[config.mk]
export PLATFORM = sky130hd
export DESIGN_NAME = vga_write_arbiter_flat
export DESIGN_NICKNAME = d
export VERILOG_FILES = /design/src/rtl/vga_paint_pkg.sv /design/src/rtl/vga_write_arbiter_if.sv /design/src/rtl/vga_rr_grant2.sv /design/src/rtl/vga_write_arbiter.sv /design/src/flat_wrapper.sv
export SDC_FILE = /design/constraint.sdc
export NUM_CORES = 1
export LEC_CHECK = 0
export BUFFER_PORTS_ARGS = -buffer_cell sky130_fd_sc_hd__buf_2
export CAP_MARGIN = 10
export CORE_MARGIN = 2
export CORE_UTILIZATION = 30
export CTS_CLUSTER_SIZE = 10
export DETAILED_ROUTE_END_ITERATION = 10
export PLACE_DENSITY_LB_ADDON = 0.08
export SLEW_MARGIN = 20
export SYNTH_ARGS = -nofsm -noshare
export SYNTH_HDL_FRONTEND = slang
export SYNTH_SLANG_ARGS = --single-unit
[constraint.sdc]
create_clock -name CLOCK_50 -period 2.55 [get_ports CLOCK_50]
set_input_delay 0.255 -clock CLOCK_50 [delete_from_list [all_inputs] [get_ports CLOCK_50]]
set_output_delay 0.255 -clock CLOCK_50 [all_outputs]
set_load 0.05 [all_outputs]
[src/rtl/vga_paint_pkg.sv]
// Shared constants and types for the VGA paint pipeline: screen geometry,
// pixel field widths, requester indices and the write-arbiter state encoding.
package vga_paint_pkg;
  localparam int SCREEN_WIDTH  = 320;
  localparam int SCREEN_HEIGHT = 240;
  localparam int X_W           = 9;
  localparam int Y_W           = 8;
  localparam int COLOR_W       = 9;
  localparam int NUM_REQ       = 3;

  localparam logic [COLOR_W-1:0] COLOR_BACKGROUND = 9'h1FF;

  localparam int REQ_CLEAR = 0;
  localparam int REQ_BRUSH = 1;
  localparam int REQ_STAMP = 2;

  typedef enum logic {
    ARB_IDLE   = 1'b0,
    ARB_LOCKED = 1'b1
  } arb_state_t;

  function automatic logic in_bounds(input logic [X_W-1:0] x, input logic [Y_W-1:0] y);
    return (32'(x) < 32'(SCREEN_WIDTH)) && (32'(y) < 32'(SCREEN_HEIGHT));
  endfunction
endpackage

[src/rtl/vga_write_arbiter_if.sv]
// Pixel request bundle between the three producers and the write arbiter.
// Fields are packed per requester: requester i lives at [i*W +: W].
interface vga_write_arbiter_if;
  import vga_paint_pkg::*;

  logic [NUM_REQ-1:0]         req_valid;
  logic [NUM_REQ-1:0]         req_ready;
  logic [NUM_REQ*X_W-1:0]     req_x;
  logic [NUM_REQ*Y_W-1:0]     req_y;
  logic [NUM_REQ*COLOR_W-1:0] req_color;
  logic                       lock0;

  modport master (
    output req_valid, req_x, req_y, req_color, lock0,
    input  req_ready
  );

  modport slave (
    input  req_valid, req_x, req_y, req_color, lock0,
    output req_ready
  );
endinterface

[src/rtl/vga_rr_grant2.sv]
// Two-way round-robin grant. The pointer favours lane 0 after reset and
// moves to the other lane whenever a lane is granted (grant implies transfer).
module vga_rr_grant2 (
  input  logic       clk,
  input  logic       rst_n,
  input  logic       en,
  input  logic [1:0] valid,
  output logic [1:0] grant
);
  logic ptr_reg;

  always_comb begin
    grant = 2'b00;
    if (en) begin
      if (!ptr_reg)
        grant = valid[0] ? 2'b01 : (valid[1] ? 2'b10 : 2'b00);
      else
        grant = valid[1] ? 2'b10 : (valid[0] ? 2'b01 : 2'b00);
    end
  end

  always_ff @(posedge clk or negedge rst_n) begin
    if (!rst_n)
      ptr_reg <= 1'b0;
    else if (grant[0])
      ptr_reg <= 1'b1;
    else if (grant[1])
      ptr_reg <= 1'b0;
  end
endmodule

[src/rtl/vga_write_arbiter.sv]
// Shares the vga_adapter pixel-write port: clear engine has priority and may
// lock the port; brush and stamp engines alternate. Output is registered.
module vga_write_arbiter
  import vga_paint_pkg::*;
(
  input  logic                CLOCK_50,
  input  logic                resetn,
  vga_write_arbiter_if.slave  req,
  output logic [X_W-1:0]      vga_x,
  output logic [Y_W-1:0]      vga_y,
  output logic [COLOR_W-1:0]  vga_color,
  output logic                vga_write,
  output logic                locked,
  output logic [15:0]         drop_count
);
  arb_state_t           state_reg;
  logic                 locked_reg;
  logic [X_W-1:0]       vga_x_reg;
  logic [Y_W-1:0]       vga_y_reg;
  logic [COLOR_W-1:0]   vga_color_reg;
  logic                 vga_write_reg;
  logic [15:0]          drop_count_reg;

  logic [NUM_REQ-1:0]   ready;
  logic [1:0]           rr_grant;
  logic                 rr_en;
  logic                 xfer;
  logic [X_W-1:0]       sel_x;
  logic [Y_W-1:0]       sel_y;
  logic [COLOR_W-1:0]   sel_color;

  assign rr_en = resetn && (state_reg == ARB_IDLE) && !req.req_valid[REQ_CLEAR];

  vga_rr_grant2 u_rr (
    .clk   (CLOCK_50),
    .rst_n (resetn),
    .en    (rr_en),
    .valid (req.req_valid[REQ_STAMP:REQ_BRUSH]),
    .grant (rr_grant)
  );

  // Grants are suppressed while reset is held so no producer advances.
  always_comb begin
    ready = '0;
    if (resetn) begin
      case (state_reg)
        ARB_IDLE: begin
          if (req.req_valid[REQ_CLEAR])
            ready[REQ_CLEAR] = 1'b1;
          else
            ready[REQ_STAMP:REQ_BRUSH] = rr_grant;
        end
        ARB_LOCKED: ready[REQ_CLEAR] = req.req_valid[REQ_CLEAR];
        default:    ready = '0;
      endcase
    end
  end

  assign req.req_ready = ready;
  assign xfer          = |ready;

  always_comb begin
    sel_x     = req.req_x[REQ_CLEAR*X_W +: X_W];
    sel_y     = req.req_y[REQ_CLEAR*Y_W +: Y_W];
    sel_color = req.req_color[REQ_CLEAR*COLOR_W +: COLOR_W];
    for (int i = 1; i < NUM_REQ; i++) begin
      if (ready[i]) begin
        sel_x     = req.req_x[i*X_W +: X_W];
        sel_y     = req.req_y[i*Y_W +: Y_W];
        sel_color = req.req_color[i*COLOR_W +: COLOR_W];
      end
    end
  end

  always_ff @(posedge CLOCK_50 or negedge resetn) begin
    if (!resetn) begin
      state_reg      <= ARB_IDLE;
      locked_reg     <= 1'b0;
      vga_x_reg      <= '0;
      vga_y_reg      <= '0;
      vga_color_reg  <= '0;
      vga_write_reg  <= 1'b0;
      drop_count_reg <= '0;
    end else begin
      case (state_reg)
        ARB_IDLE: begin
          if (ready[REQ_CLEAR] && req.lock0) begin
            state_reg  <= ARB_LOCKED;
            locked_reg <= 1'b1;
          end
        end
        ARB_LOCKED: begin
          if (!req.lock0) begin
            state_reg  <= ARB_IDLE;
            locked_reg <= 1'b0;
          end
        end
        default: begin
          state_reg  <= ARB_IDLE;
          locked_reg <= 1'b0;
        end
      endcase

      vga_write_reg <= 1'b0;
      if (xfer) begin
        vga_x_reg     <= sel_x;
        vga_y_reg     <= sel_y;
        vga_color_reg <= sel_color;
        if (in_bounds(sel_x, sel_y))
          vga_write_reg <= 1'b1;
        else if (drop_count_reg != 16'hFFFF)
          drop_count_reg <= drop_count_reg + 16'd1;
      end
    end
  end

  assign vga_x      = vga_x_reg;
  assign vga_y      = vga_y_reg;
  assign vga_color  = vga_color_reg;
  assign vga_write  = vga_write_reg;
  assign locked     = locked_reg;
  assign drop_count = drop_count_reg;
endmodule

[src/flat_wrapper.sv]
// flat-port wrapper written by rule: the top's interface ports become plain ports
module vga_write_arbiter_flat import vga_paint_pkg::*;
  (CLOCK_50, resetn, vga_x, vga_y, vga_color, vga_write, locked, drop_count, req_req_valid, req_req_x, req_req_y, req_req_color, req_lock0, req_req_ready);
  vga_write_arbiter_if req_i ();
  input  logic CLOCK_50;
  input  logic resetn;
  output logic [X_W-1:0] vga_x;
  output logic [Y_W-1:0] vga_y;
  output logic [COLOR_W-1:0] vga_color;
  output logic vga_write;
  output logic locked;
  output logic [15:0] drop_count;
  input wire logic [$bits(req_i.req_valid)-1:0] req_req_valid;
  input wire logic [$bits(req_i.req_x)-1:0] req_req_x;
  input wire logic [$bits(req_i.req_y)-1:0] req_req_y;
  input wire logic [$bits(req_i.req_color)-1:0] req_req_color;
  input wire logic [$bits(req_i.lock0)-1:0] req_lock0;
  output wire logic [$bits(req_i.req_ready)-1:0] req_req_ready;
  assign req_i.req_valid = req_req_valid;
  assign req_i.req_x = req_req_x;
  assign req_i.req_y = req_req_y;
  assign req_i.req_color = req_req_color;
  assign req_i.lock0 = req_lock0;
  assign req_req_ready = req_i.req_ready;
  vga_write_arbiter u_core (.CLOCK_50(CLOCK_50), .resetn(resetn), .req(req_i), .vga_x(vga_x), .vga_y(vga_y), .vga_color(vga_color), .vga_write(vga_write), .locked(locked), .drop_count(drop_count));
endmodule
==> run metrics <==
Final Instance Count excl. Fillers=517; clock tree buffer depth=2; initial antenna violation count=0; Worst Tran Pin Value=0.732 ns; count leader, synth=nand2_1; DR vias=2455; wl on met1=3.28 mm; Inserted Clock Buffers=5; vias in the first global route=2330; Mapped Cells=282; Yosys warnings=0; GP Congestion=0.821; CP endpoint kind=flop; CTS Sinks=46; Inst Count DP=507; fmax=406 MHz; Max transition margin=51.0%; DIE WIDTH=94.3 um; largest net degree at the start of global routing=47; EDFF count, synth=0; crit path max fanout=16; max-slew violations=0; GR Overflow Total=0; Startpoint Class=flop; number of flip-flops in the largest register=16; H-tree levels=2; row count=32; critical path required time=2.75 ns; Synth Register Bits=46; status=completed; Tcrit/Tclk final=96.6%; Pre-antenna DRT Iters=4; layout cells sized above 1=41.7%; clk_skew=0.0119 ns; clk root buf=clkbuf_8; most instantiated cells after synthesis=nand2_1 (65), dfrtp_1 (46), a21oi_1 (39), o21ai_0 (27), clkbuf_1 (16); # diodes=0; worst-skew pair later-pin latency=0.30 ns; Initial Util=31.3%; Reg2Reg Depth=7; first-pass GRT wire length=11.3 mm; setup bufs post-CTS=0; RR Endpoint=u_core.drop_count[1]$_DFFE_PN0P_; sequential area share after synthesis=47.1%; min Tclk post-route=2.46 ns; Synth cell types=35; Yosys top cell by area=dfrtp_1; DRC marker count from the first detailed-route iteration=36; Power Density=742 mW/mm^2; MaxCap Viol Count=0; die area=0.00889 mm^2; Worst VDD drop=0.000341 V; gr usage total=16.2%; wire per inst=13.6 um; I/O pins=131; crit path DAT=2.66 ns; met2 WL=3.14 mm; routed wire length=7.06 mm; Worst-path clk slew=0.10 ns; unrepaired setup endpoints after global routing=yes; r2r setup slk=0.09 ns; die height=94.3 um; I/O Buffers=130; dominant cells by area after synthesis=dfrtp_1 (47%), nand2_1 (10%), a21oi_1 (8.0%), o21ai_0 (5.5%), xnor2_1 (4.3%); Remaining DRCs=0; CTS tree=done; synthesized cell area=0.00245 mm^2; syn nets=367; Routed met3 length=563 um; P&R area growth vs syn=40.3%; fin nets=499; final hold vios=0; Final Setup Violations=0; Fill cells=811; Critical R2R Launch=u_core.state_reg$_DFF_PN0_; post-route ant nets=0; Worst Path Class, Setup=flop to flop; Placeable Area=0.00781 mm^2; Post-synth ARST share=100%; main flop type after synthesis=dfrtp_1; Via density=4.75; Final HPWL DP=5.16 mm; highest routed layer=met4; LEAKAGE=0.00173 uW; Hold Crit Class=primary input to async pin; syn avg cell area=8.67 um^2; fin util=44.0%; post-synth top area share=47.1%
-- power breakdown --
group | total, uW | internal, uW | switching, uW
clock network | 553 | 292 | 261
logic | 1030 | 288 | 744
registers | 962 | 861 | 100
total | 2550 | 1440 | 1110
-- what timing repair did --
action                                 CTS  global route
setup endpoints to repair                2             7
resized for setup                        2             7
pin swaps                                1             1
endpoints found under the hold margin   16             0
hold buffers                             1             0
cloned                                   0             1
-- area by class of cell --
cell class / instances / area (um^2) / area share (%)
multi-input cells: 214 / 1250 / 36.5
flip-flops and latches: 46 / 1150 / 33.5
repair buffers: 144 / 777 / 22.6
well taps: 102 / 128 / 3.72
clock buffers: 5 / 68.8 / 2.01
clock inverters: 3 / 45.0 / 1.31
inverters: 3 / 11.3 / 0.328
-- per-stage QoR --
stage          hold WS, ns  worst slack (ns)  power (uW)  TNS [ns]  instance area (um^2)
6_report             0.143            0.0861        2550         0                  3430
5_1_grt              0.188          -0.00251        2690  -0.00251                  3430
4_1_cts              0.175            0.0589        2570         0                  3390
3_5_place_dp         0.288           -0.0576        2010   -0.0651                  3250
3_3_place_gp         0.294          -0.00669        2000  -0.00669                  3250
2_1_floorplan      -0.0406            0.0822        1690         0                  2450
-- per-layer routing --
layer | up-vias | global-route usage, %
met3 | 7 | 4.82
li1 | 1252 | -
met2 | 87 | 26.1
met1 | 1109 | 21.2
met5 | - | 0
met4 | 0 | 4.35
-- worst max-delay path, stage by stage (launching register included) --
cell,delay [ns]
dfrtp_1,0.39
or3b_1,0.39
or3_2,0.53
a31oi_1,0.24
o21ai_2,0.14
a21oi_4,0.18
buf_12,0.16
mux2_2,0.33
-- worst max path at each step --
stage                                           from                               end  slack (ns)  cells after the start
after floorplan           u_core.state_reg$_DFF_PN0_  u_core.drop_count[6]$_DFFE_PN0P_        0.08                     10
after global placement              req_req_valid[0]  u_core.drop_count[1]$_DFFE_PN0P_      -0.007                      8
after detailed placement            req_req_valid[0]  u_core.drop_count[1]$_DFFE_PN0P_       -0.06                      8
after CTS                 u_core.state_reg$_DFF_PN0_  u_core.drop_count[1]$_DFFE_PN0P_        0.06                      7
after global routing      u_core.state_reg$_DFF_PN0_  u_core.drop_count[1]$_DFFE_PN0P_      -0.003                      7
final                     u_core.state_reg$_DFF_PN0_  u_core.drop_count[1]$_DFFE_PN0P_        0.09                      7
-- placed cells by master, fill, tap and decap left out, types with 2 or more instances in the layout --
cell / n
clkinvlp_4: 2
a21oi_1: 39
dfrtp_1: 46
nand3_1: 13
a31oi_1: 2
and2_1: 3
xor2_1: 2
nand4_1: 4
a31oi_2: 5
nand2_1: 65
nor4_1: 7
buf_2: 129
clkbuf_8: 5
and3_1: 10
buf_4: 11
xnor2_1: 12
mux2_2: 8
inv_1: 2
o21ai_0: 27
-- cell families after synthesis --
family | Yosys count | synth area share (%)
xor gates and xnor gates | 15 | 5.68
buffers and inverters | 23 | 3.94
AOI/OAI and AO/OA | 79 | 17.6
and+or+nand+nor | 110 | 21.5
adders and majority gates | 1 | 0.511
DFF | 46 | 47.1
muxes | 8 | 3.68
Note: power is estimated with default switching activity, not from simulation.
